<file path="config.mk">
export PLATFORM = sky130hd
export DESIGN_NAME = psum_accum_requant
export DESIGN_NICKNAME = d
export VERILOG_FILES = /design/src/rtl/psum_accum_requant_pkg.sv /design/src/rtl/psum_accum_requant_ofm_fifo.sv /design/src/rtl/psum_accum_requant.sv
export SDC_FILE = /design/constraint.sdc
export NUM_CORES = 2
export LEC_CHECK = 0
export ABC_AREA = 1
export CAP_MARGIN = 20
export CELL_PAD_IN_SITES_DETAIL_PLACEMENT = 0
export CELL_PAD_IN_SITES_GLOBAL_PLACEMENT = 1
export CORE_MARGIN = 2
export CORE_UTILIZATION = 44
export CTS_CLUSTER_SIZE = 30
export DETAILED_ROUTE_END_ITERATION = 12
export PLACE_DENSITY = 0.76
export SLEW_MARGIN = 20
export SYNTH_ARGS = -nofsm -noshare
export SYNTH_HDL_FRONTEND = slang
export SYNTH_HIERARCHICAL = 1
export SYNTH_SLANG_ARGS = --single-unit
</file>
<file path="constraint.sdc">
create_clock -name clk -period 6.2 [get_ports clk]
set_clock_uncertainty 0.15 [all_clocks]
set_input_delay 1.24 -clock clk [delete_from_list [all_inputs] [get_ports clk]]
set_output_delay 1.24 -clock clk [all_outputs]
set_load 0.02 [all_outputs]
</file>
<file path="src/rtl/psum_accum_requant_pkg.sv">
// Shared widths, FSM encoding and output saturation for the psum accumulator / requantizer.
package psum_accum_requant_pkg;

    localparam int unsigned ACC_W  = 32;
    localparam int unsigned P3_W   = 32;
    localparam int unsigned P1_W   = 24;
    localparam int unsigned PROD_W = 48;
    localparam int unsigned OFM_W  = 8;

    localparam logic signed [PROD_W-1:0] CLAMP_U_MIN = PROD_W'(0);
    localparam logic signed [PROD_W-1:0] CLAMP_U_MAX = PROD_W'(255);
    localparam logic signed [PROD_W-1:0] CLAMP_S_MIN = PROD_W'(-128);
    localparam logic signed [PROD_W-1:0] CLAMP_S_MAX = PROD_W'(127);

    typedef enum logic [1:0] {
        ST_IDLE  = 2'd0,
        ST_ACCUM = 2'd1,
        ST_DRAIN = 2'd2
    } state_t;

    // Saturate a shifted product to uint8 (relu) or int8.
    function automatic logic [OFM_W-1:0] sat_ofm(input logic signed [PROD_W-1:0] q,
                                                 input logic relu);
        logic [OFM_W-1:0] r;
        if (relu) begin
            if (q < CLAMP_U_MIN)      r = OFM_W'(CLAMP_U_MIN);
            else if (q > CLAMP_U_MAX) r = OFM_W'(CLAMP_U_MAX);
            else                      r = q[OFM_W-1:0];
        end else begin
            if (q < CLAMP_S_MIN)      r = OFM_W'(CLAMP_S_MIN);
            else if (q > CLAMP_S_MAX) r = OFM_W'(CLAMP_S_MAX);
            else                      r = q[OFM_W-1:0];
        end
        return r;
    endfunction

endpackage

</file>
<file path="src/rtl/psum_accum_requant_ofm_fifo.sv">
// First-word-fall-through synchronous FIFO with occupancy count; push on full is accepted
// only when a pop frees the slot in the same cycle.
module ofm_sync_fifo
    import psum_accum_requant_pkg::*;
#(
    parameter int unsigned WIDTH = OFM_W,
    parameter int unsigned DEPTH = 8
) (
    input  logic                         clk,
    input  logic                         rst_n,
    input  logic                         i_push,
    input  logic [WIDTH-1:0]             i_data,
    input  logic                         i_pop,
    output logic [WIDTH-1:0]             o_data,
    output logic                         o_valid,
    output logic                         o_full,
    output logic [$clog2(DEPTH+1)-1:0]   o_count
);
    localparam int unsigned AW = $clog2(DEPTH);
    localparam int unsigned CW = $clog2(DEPTH + 1);

    logic [WIDTH-1:0] r_mem [DEPTH];
    logic [AW-1:0]    r_wr_ptr;
    logic [AW-1:0]    r_rd_ptr;
    logic [CW-1:0]    r_count;
    logic             w_pop;
    logic             w_push;

    assign w_pop   = i_pop && (r_count != '0);
    assign w_push  = i_push && ((r_count != CW'(DEPTH)) || w_pop);
    assign o_data  = r_mem[r_rd_ptr];
    assign o_valid = (r_count != '0);
    assign o_full  = (r_count == CW'(DEPTH));
    assign o_count = r_count;

    always_ff @(posedge clk) begin
        if (!rst_n) begin
            r_wr_ptr <= '0;
            r_rd_ptr <= '0;
            r_count  <= '0;
            for (int i = 0; i < int'(DEPTH); i++) r_mem[i] <= '0;
        end else begin
            if (w_push) begin
                r_mem[r_wr_ptr] <= i_data;
                r_wr_ptr        <= r_wr_ptr + AW'(1);
            end
            if (w_pop) r_rd_ptr <= r_rd_ptr + AW'(1);
            case ({w_push, w_pop})
                2'b10:   r_count <= r_count + CW'(1);
                2'b01:   r_count <= r_count - CW'(1);
                default: r_count <= r_count;
            endcase
        end
    end

endmodule

</file>
<file path="src/rtl/psum_accum_requant.sv">
// Accumulates MAC-array partial sums per pixel across channel groups, then biases, requantizes
// and queues int8/uint8 results. Define OFM_ROUND_EN for round-half-up instead of floor shift.
module psum_accum_requant
    import psum_accum_requant_pkg::*;
#(
    parameter int unsigned TILE_PIX   = 16,
    parameter int unsigned FIFO_DEPTH = 8
) (
    input  logic                    clk,
    input  logic                    rst_n,
    input  logic                    i_start,
    input  logic [4:0]              i_cfg_tile_pix,
    input  logic [5:0]              i_cfg_grps,
    input  logic [5:0]              i_cfg_id_grp,
    input  logic                    i_cfg_id_en,
    input  logic [4:0]              i_cfg_id_shift,
    input  logic [31:0]             i_cfg_bias,
    input  logic [15:0]             i_cfg_mult,
    input  logic [4:0]              i_cfg_shift,
    input  logic                    i_cfg_relu,
    input  logic                    i_psum_vld,
    input  logic [P3_W-1:0]         i_psum_3x3,
    input  logic [P1_W-1:0]         i_psum_1x1,
    input  logic [7:0]              i_identity,
    output logic                    o_stall,
    output logic [OFM_W-1:0]        o_ofm_data,
    output logic                    o_ofm_valid,
    input  logic                    i_ofm_ready,
    output logic                    o_busy,
    output logic                    o_done,
    output logic                    o_ovf_err
);
    localparam int unsigned PIX_W = $clog2(TILE_PIX);
    localparam int unsigned CNT_W = $clog2(FIFO_DEPTH + 1);

    state_t                    r_state;
    logic [4:0]                r_tile_pix;
    logic [4:0]                r_pix_cnt;
    logic [5:0]                r_grps;
    logic [5:0]                r_grp_cnt;
    logic [5:0]                r_id_grp;
    logic                      r_id_en;
    logic [4:0]                r_id_shift;
    logic [ACC_W-1:0]          r_bias;
    logic signed [15:0]        r_mult;
    logic [4:0]                r_shift;
    logic                      r_relu;
    logic                      r_busy;
    logic                      r_done;
    logic                      r_ovf;
    logic                      r_stall;

    logic [ACC_W-1:0]          r_acc [TILE_PIX];

    logic                      r_s1_v;
    logic signed [ACC_W-1:0]   r_s1_b;
    logic                      r_s2_v;
    logic signed [PROD_W-1:0]  r_s2_p;
    logic                      r_s3_v;
    logic [OFM_W-1:0]          r_s3_q;

    logic                      w_take;
    logic                      w_last_pix;
    logic                      w_last_grp;
    logic [ACC_W-1:0]          w_base;
    logic [ACC_W-1:0]          w_p1_ext;
    logic [ACC_W-1:0]          w_id;
    logic [ACC_W-1:0]          w_sum;
    logic signed [PROD_W-1:0]  w_prod;
    logic signed [PROD_W-1:0]  w_rnd;
    logic signed [PROD_W-1:0]  w_q;
    logic                      w_pop;
    logic                      w_full;
    logic                      w_ovf;
    logic                      w_pipe_empty;
    logic [CNT_W-1:0]          w_fifo_count;
    logic [CNT_W:0]            w_total;

    // Accumulation datapath: group 0 starts from zero so the buffer never needs clearing.
    assign w_take     = (r_state == ST_ACCUM) && i_psum_vld;
    assign w_last_pix = (r_pix_cnt == r_tile_pix - 5'd1);
    assign w_last_grp = (r_grp_cnt == r_grps - 6'd1);
    assign w_base     = (r_grp_cnt == 6'd0) ? '0 : r_acc[r_pix_cnt[PIX_W-1:0]];
    assign w_p1_ext   = {{(ACC_W-P1_W){i_psum_1x1[P1_W-1]}}, i_psum_1x1};
    assign w_id       = (r_id_en && (r_grp_cnt == r_id_grp))
                        ? (ACC_W'(i_identity) << r_id_shift) : '0;
    assign w_sum      = w_base + i_psum_3x3 + w_p1_ext + w_id;

    assign w_prod = PROD_W'(r_s1_b) * PROD_W'(r_mult);
`ifdef OFM_ROUND_EN
    assign w_rnd  = (r_shift != 5'd0) ? (PROD_W'(1) << (r_shift - 5'd1)) : '0;
`else
    assign w_rnd  = '0;
`endif
    assign w_q    = (r_s2_p + w_rnd) >>> r_shift;

    assign w_pop        = o_ofm_valid && i_ofm_ready;
    assign w_ovf        = r_s3_v && w_full && !w_pop;
    assign w_pipe_empty = !(r_s1_v || r_s2_v || r_s3_v);
    assign w_total      = (CNT_W+1)'(w_fifo_count) + (CNT_W+1)'(r_s1_v)
                        + (CNT_W+1)'(r_s2_v) + (CNT_W+1)'(r_s3_v);

    always_ff @(posedge clk) begin
        if (w_take && !w_last_grp) r_acc[r_pix_cnt[PIX_W-1:0]] <= w_sum;
    end

    // Control FSM plus the three requant stages.
    always_ff @(posedge clk) begin
        if (!rst_n) begin
            r_state    <= ST_IDLE;
            r_tile_pix <= '0;
            r_pix_cnt  <= '0;
            r_grps     <= '0;
            r_grp_cnt  <= '0;
            r_id_grp   <= '0;
            r_id_en    <= 1'b0;
            r_id_shift <= '0;
            r_bias     <= '0;
            r_mult     <= '0;
            r_shift    <= '0;
            r_relu     <= 1'b0;
            r_busy     <= 1'b0;
            r_done     <= 1'b0;
            r_ovf      <= 1'b0;
            r_stall    <= 1'b0;
            r_s1_v     <= 1'b0;
            r_s1_b     <= '0;
            r_s2_v     <= 1'b0;
            r_s2_p     <= '0;
            r_s3_v     <= 1'b0;
            r_s3_q     <= '0;
        end else begin
            r_done  <= 1'b0;
            r_s1_v  <= w_take && w_last_grp;
            r_s1_b  <= w_sum + r_bias;
            r_s2_v  <= r_s1_v;
            r_s2_p  <= w_prod;
            r_s3_v  <= r_s2_v;
            r_s3_q  <= sat_ofm(w_q, r_relu);
            r_stall <= (w_total >= (CNT_W+1)'(FIFO_DEPTH - 4));
            if (w_ovf) r_ovf <= 1'b1;

            case (r_state)
                ST_IDLE: begin
                    if (i_start) begin
                        r_tile_pix <= (i_cfg_tile_pix == 5'd0) ? 5'(TILE_PIX) : i_cfg_tile_pix;
                        r_grps     <= (i_cfg_grps == 6'd0) ? 6'd1 : i_cfg_grps;
                        r_id_grp   <= i_cfg_id_grp;
                        r_id_en    <= i_cfg_id_en;
                        r_id_shift <= i_cfg_id_shift;
                        r_bias     <= i_cfg_bias;
                        r_mult     <= i_cfg_mult;
                        r_shift    <= i_cfg_shift;
                        r_relu     <= i_cfg_relu;
                        r_pix_cnt  <= '0;
                        r_grp_cnt  <= '0;
                        r_ovf      <= 1'b0;
                        r_busy     <= 1'b1;
                        r_state    <= ST_ACCUM;
                    end
                end
                ST_ACCUM: begin
                    if (w_take) begin
                        if (w_last_pix) begin
                            r_pix_cnt <= '0;
                            if (w_last_grp) r_state <= ST_DRAIN;
                            else            r_grp_cnt <= r_grp_cnt + 6'd1;
                        end else begin
                            r_pix_cnt <= r_pix_cnt + 5'd1;
                        end
                    end
                end
                ST_DRAIN: begin
                    if (w_pipe_empty && (w_fifo_count == CNT_W'(1)) && w_pop) begin
                        r_state <= ST_IDLE;
                        r_busy  <= 1'b0;
                        r_done  <= 1'b1;
                    end else if (w_pipe_empty && (w_fifo_count == '0)) begin
                        r_state <= ST_IDLE;
                        r_busy  <= 1'b0;
                    end
                end
                default: r_state <= ST_IDLE;
            endcase
        end
    end

    ofm_sync_fifo #(
        .WIDTH (OFM_W),
        .DEPTH (FIFO_DEPTH)
    ) u_ofm_fifo (
        .clk     (clk),
        .rst_n   (rst_n),
        .i_push  (r_s3_v),
        .i_data  (r_s3_q),
        .i_pop   (w_pop),
        .o_data  (o_ofm_data),
        .o_valid (o_ofm_valid),
        .o_full  (w_full),
        .o_count (w_fifo_count)
    );

    assign o_stall   = r_stall;
    assign o_busy    = r_busy;
    assign o_done    = r_done;
    assign o_ovf_err = r_ovf;

endmodule

</file>
After elaboration in Yosys (flattened, before gate mapping)
Memories as Yosys holds them, arrays and structs flattened. A register that Yosys moved wholly into a read port is not among the register bits.
Cells that the tools add are included.
W data, S select, Z words.
{"block": "totals", "regBits": 195, "ramBits": 576, "n_memories": 2}
{"block": "classes", "add_sub_neg": 15, "n_eq_ne": 16, "reduce_logical": 34, "muxes": 47, "shifts": 2, "order_cmp": 5, "multipliers": 1}
{"name": "r_acc", "words": 16, "width": 32, "rd": 1, "rd_clocked_by_memory_dff": 1, "wr": 1, "line": "psum_accum_requant.sv:53", "source": "logic [ACC_W-1:0] r_acc [TILE_PIX];"}
{"name": "u_ofm_fifo.r_mem", "words": 8, "width": 8, "rd": 1, "rd_clocked_by_memory_dff": 1, "wr": 8, "line": "psum_accum_requant_ofm_fifo.sv:22", "source": "logic [WIDTH-1:0] r_mem [DEPTH];"}
{"operator": "$add A32 B32 Y32", "count": 4}
{"operator": "$mux W32", "count": 2}
{"operator": "$gt A48 B8 Y1 const B", "count": 1}
{"operator": "$gt A48 B9 Y1 const B", "count": 1}
{"operator": "$lt A48 B1 Y1 const B", "count": 1}
{"operator": "$lt A48 B8 Y1 const B", "count": 1}
{"operator": "$mul A32 B16 Y48", "count": 1}
{"operator": "$mux W8", "count": 6}
{"operator": "$sshr A48 B5 Y48", "count": 1}
{"operator": "$shl A8 B5 Y32", "count": 1}
{"operator": "$mux W6", "count": 5}
{"operator": "$mux W5", "count": 4}
{"operator": "$mux W1", "count": 14}
{"operator": "$eq A6 B6 Y1", "count": 2}
{"operator": "$logic_and A1 B1 Y1", "count": 12}
{"operator": "$logic_not A6 Y1", "count": 2}
{"operator": "$mux W2", "count": 6}
{"operator": "$pmux W6 S2", "count": 1}
{"operator": "$add A5 B1 Y5", "count": 2}
{"operator": "$ne A2 B2 Y1 const B", "count": 5}
{"operator": "$pmux W5 S2", "count": 1}
{"operator": "$reduce_and A5 Y1", "count": 2}
{"operator": "$mux W3", "count": 3}
{"operator": "$mux W4", "count": 2}
{"operator": "29 further kinds", "count": 40}

Longest topological paths before layout
{"block": "depth", "word_depth": 10, "mapped_depth": 35}

Modules after synthesis
The synthesis kept the hierarchy.
{"module": "psum_accum_requant", "seq_area_each_um2": 19158.4, "cells_per_inst": 6022, "instances": 1, "area_each_um2": 52708.1}
{"module": "ofm_sync_fifo", "seq_area_each_um2": 2182.1, "cells_per_inst": 342, "instances": 1, "area_each_um2": 3553.4}

Least setup slack after synthesis
OpenSTA, ideal clock, no wires.
{"block": "synth_timing", "kind": "flip-flop to flip-flop", "startpoint": "register (tool-made name)", "endpoint": "register r_s1_b[30]", "path_slack_ns": -0.368, "period_less_slack_ns": 6.568, "t_required_ns": 5.935, "path_stages_with_launch": 31, "arrival_time_ns": 6.303, "cell_sequence": "dfxtp_1 inv_1 clkbuf_1 clkbuf_1 buf_1 nand2_1 a32o_1 a21oi_1 o21ai_0 fa_1 inv_1 fa_1 ha_1 inv_1 fa_1 o21ai_1 a21oi_1 o21ai_1 a21boi_1 o21bai_1 a21oi_1 o21ai_1 xor2_1 ha_1 nand2_1 nor3_1 and3_1 a221oi_1 nand3_1 nand2_1 nor2_1"}
{"element": "end signal, assigned", "line": "psum_accum_requant.sv:135", "source": "r_s1_b <= w_sum + r_bias;"}
{"element": "end, declared", "line": "psum_accum_requant.sv:56", "source": "logic signed [ACC_W-1:0] r_s1_b;"}

Worst setup path in the final report
{"block": "layout_timing", "startpoint": "register r_mult[10]", "endpoint": "register r_s2_p[44]"}
{"block": "layout_between", "elab_chain_cells": 1}
{"element": "start, declared", "line": "psum_accum_requant.sv:45", "source": "logic signed [15:0] r_mult;"}
{"element": "start signal, assigned", "line": "psum_accum_requant.sv:152", "source": "r_mult <= i_cfg_mult;"}
{"element": "$mul A32 B16 Y48", "line": "psum_accum_requant.sv:89", "source": "assign w_prod = PROD_W'(r_s1_b) * PROD_W'(r_mult);"}
{"element": "end signal, assigned", "line": "psum_accum_requant.sv:137", "source": "r_s2_p <= w_prod;"}
{"element": "end, declared", "line": "psum_accum_requant.sv:58", "source": "logic signed [PROD_W-1:0] r_s2_p;"}
No other way between the ends.
A chain may end at the register's enable or synchronous reset.

==> reports/metrics.yaml <==
status: "completed"
yosys.area.top_type_share_pct: 30.7
met1_length_mm: 76.6
routedWlPerCell_um: 21.1
critPathMaxFanout: 7
critPathLaunch: "r_mult[10]$_SDFFE_PN0P_"
powerDensity_nw_per_um2: 671
h-tree-depth: 3
slew_headroom_pct: 21.3
grt_pass1_vias: 46100
clock-sinks: 778
synth_fp_nets: 7254
avgSynthCellArea_um2: 8.84
hold_viol_final: 0
final_nets: 7854
path_class: "reg -> reg"
place_area_um2: 64100
synthCells: 6364
port_buffers: 158
final.min_clock_period_ns: 6.09
routed_wl_mm: 184
regToRegStartpoint: "r_mult[10]$_SDFFE_PN0P_"
seqPwrFrac_pct: 17.7
ant_nets: 0
grt_pass1_wl_mm: 272
drv_cap: 0
core_region_area_um2: 127000
synth-compound-area-share_pct: 10.6
wl_met2_mm: 87.9
rr_worst_depth: 25
vias_per_cell: 5.35
gp_congestion: 0.920
place_ws_ns: -0.734
finalInstanceArea_um2: 69500
syn2layout_area_growth_pct: 23.6
worst_pin_slew_ns: 1.18
synth-simple-area-share_pct: 16.6
setup_viol: 0
fillCellCount: 11500
intPower_w: 0.0248
met3WireLength_mm: 13.1
synth_xor_area_share_pct: 0.981
cts-root-buf: "clkbuf_16"
cts_buffers: 86
hold_buffers: 0
gr-usage-all-layers_pct: 27.2
synth_top_area_cell: "edfxtp_1"
synth_flop_cell: "edfxtp_1"
die_x_um: 362
start_util_pct: 44.2
critPathRequiredTime_ns: 6.69
power.net_switching_w: 0.0218
period_share_pct: 98.2
setup_ws_ns: 0.115
tns_ns: 0
clk_pin_slew_ns: 0.06
syn-cell-area_um2: 56300
clockBufferDepth: 3
drc_errors: 0
grt_antenna_before_repair: 8
ys_ff_latch: 778
yosys.area_share.adder_pct: 23.9
die_h_um: 362
top_layer: "met5"
grt_max_degree: 108
overflow: 0
max_freq_mhz: 164
hold_depth: 2
total_leakage_power_nw: 31.2
power_w: 0.0466
dr.pass1.iters: 6
insertion_delay_ns: 0.71
end_kind: "flip-flop"
ys_warn_count: 6
comb_power_share_pct: 71.4
dieArea_um2: 131000
synth_edf_count: 576
synth_area_leaders: "edfxtp_1 31%, fa_1 20%, nand2_1 7.8%"
worstHoldStart: "r_s2_v$_SDFF_PN0_"
clockPowerShare_pct: 10.9
peakVddDrop_mv: 0.592
async_flop_share_pct: 0
cp.arrival_ns: 6.57
hp-class: "reg -> reg"
place.detailed.hpwl_mm: 130
ys_seq_area_share_pct: 37.9
synthMuxAreaShare_pct: 0.356
placement_rows: 131
rsz0062_at_grt: "yes"
final_layout_size_suffix_gt1_share_pct: 16.1
start_kind: "flip-flop"
netlist-cell-type-count: 58
drv_slew: 0
ios: 159
cts_tree: "done"
initialDrtViolationCount: 4299
switching_share_pct: 46.8
vias: 46600
synth_top_family_by_area: "adder cells"
-- metal layers --
layer,vias up,global-route usage (%)
met2,1721,46.0
met1,22900,36.5
li1,21700,-
met4,2,8.50
met5,-,0
met3,290,3.46
-- kinds of logic after synthesis --
family	after synthesis
simple gates	2306
buf+inv	1411
compound gates	1042
flops	778
fa+ha+maj	744
xor+xnor	63
mux	20
-- cell usage in the layout (no fill, tap or decap), types with 31 or more instances in the layout --
| master | instances |
|---|---|
| clkbuf_16 | 108 |
| fa_1 | 541 |
| a21oi_2 | 38 |
| dfxtp_1 | 176 |
| buf_4 | 580 |
| ha_1 | 157 |
| edfxtp_1 | 576 |
| nor2_1 | 647 |
| a21oi_1 | 224 |
| nand2_2 | 31 |
| buf_12 | 59 |
| o221ai_1 | 102 |
| clkdlybuf4s50_1 | 157 |
| o21ai_0 | 458 |
| inv_1 | 1055 |
| nand2_1 | 1136 |
| nand3_1 | 346 |
| o22ai_1 | 37 |
| ha_4 | 32 |
-- synth_stat cells (11+ instances only) --
cell      instances
fa_1            552
o22ai_1          37
ha_1            192
xor2_1           31
inv_1          1073
buf_1            20
and3_1           11
o21a_1           21
clkbuf_1        278
nor2_1          691
buf_2            22
nor3_1           19
dfxtp_1         202
o221ai_1        103
a21o_1           15
a21oi_1         270
mux2i_1          20
or2_2            13
xnor2_1          32
edfxtp_1        576
nand3_1         353
nand4_1          15
o21ai_0         501
nand2_1        1175
a31oi_1          29
-- stage by stage --
step	utilization, %	instances	hold slack [ns]
2_1_floorplan	-	6364	0.283
3_3_place_gp	50.4	8467	0.301
3_5_place_dp	50.4	8468	0.302
4_1_cts	52.8	8636	0.308
5_1_grt	54.7	8703	0.337
6_report	54.7	8705	0.310
-- power by group through the flow --
stage               logic, W  registers (W)  clock network (W)
global route          0.0366        0.00829            0.00537
finish                0.0333        0.00826            0.00510
CTS                   0.0295        0.00821            0.00521
floorplan             0.0158        0.00812                  0
detailed placement    0.0290        0.00831                  0
global placement      0.0288        0.00831                  0
-- layout make-up --
| class | count | area (um^2) | area share (%) |
|---|---|---|---|
| diodes | 7 | 17.5 | 0.0252 |
| multi-input cells | 4175 | 31000 | 44.7 |
| well taps | 1662 | 2080 | 2.99 |
| clock inverters | 46 | 495 | 0.713 |
| repair buffers | 840 | 8030 | 11.5 |
| inverters | 1083 | 4110 | 5.92 |
| clock buffers | 114 | 2330 | 3.35 |
| flip-flops and latches | 778 | 21400 | 30.8 |
-- sequential cells by signal, summed over array words and instances, names as in the netlist, 2 cells and up, named ones only --
| signal | count |
|---|---|
| r_acc | 512 |
| r_bias | 32 |
| r_grp_cnt | 6 |
| r_grps | 6 |
| r_id_grp | 6 |
| r_id_shift | 5 |
| r_mult | 16 |
| r_pix_cnt | 5 |
| r_s1_b | 32 |
| r_s2_p | 48 |
| r_s3_q | 8 |
| r_shift | 5 |
| r_state | 2 |
| r_tile_pix | 5 |
| u_ofm_fifo/o_count | 4 |
| u_ofm_fifo/r_mem | 64 |
| u_ofm_fifo/r_rd_ptr | 3 |
| u_ofm_fifo/r_wr_ptr | 3 |
-- worst max-delay path, stage by stage (launching register included) --
cell       delay (ns)
dfxtp_4          0.45
clkbuf_16        0.19
buf_12           0.14
nand2_1          0.08
fa_1             0.54
inv_1            0.05
fa_1             0.55
fa_1             0.43
fa_1             0.46
fa_1             0.50
inv_1            0.05
fa_1             0.54
inv_1            0.10
ha_4             0.31
nand2_1          0.12
buf_4            0.16
o21ai_1          0.21
a21oi_1          0.07
o31a_1           0.11
o21ai_1          0.13
nand2_1          0.08
o211ai_1         0.17
nand2_1          0.15
nand2_1          0.08
nand2_1          0.05
a21oi_1          0.13
-- worst paths after layout --
| path | slack, ns | to |
|---|---|---|
| worst max-delay path | 0.11 | r_s2_p[44]$_SDFF_PN0_ |
| worst max register to register | 0.11 | r_s2_p[44]$_SDFF_PN0_ |
| worst min register to register | 0.31 | r_s3_v$_SDFF_PN0_ |
| worst min-delay path | 0.31 | r_s3_v$_SDFF_PN0_ |
-- what timing repair did --
item / in CTS / in global routing
gates cloned: 1 / 23
pin swaps: 7 / 118
endpoints found under the setup margin: 32 / 48
buffers inserted: 7 / 40
gates resized for setup: 47 / 355
hold endpoints to repair: 0 / 0
Note: power is estimated with default switching activity, not from simulation.
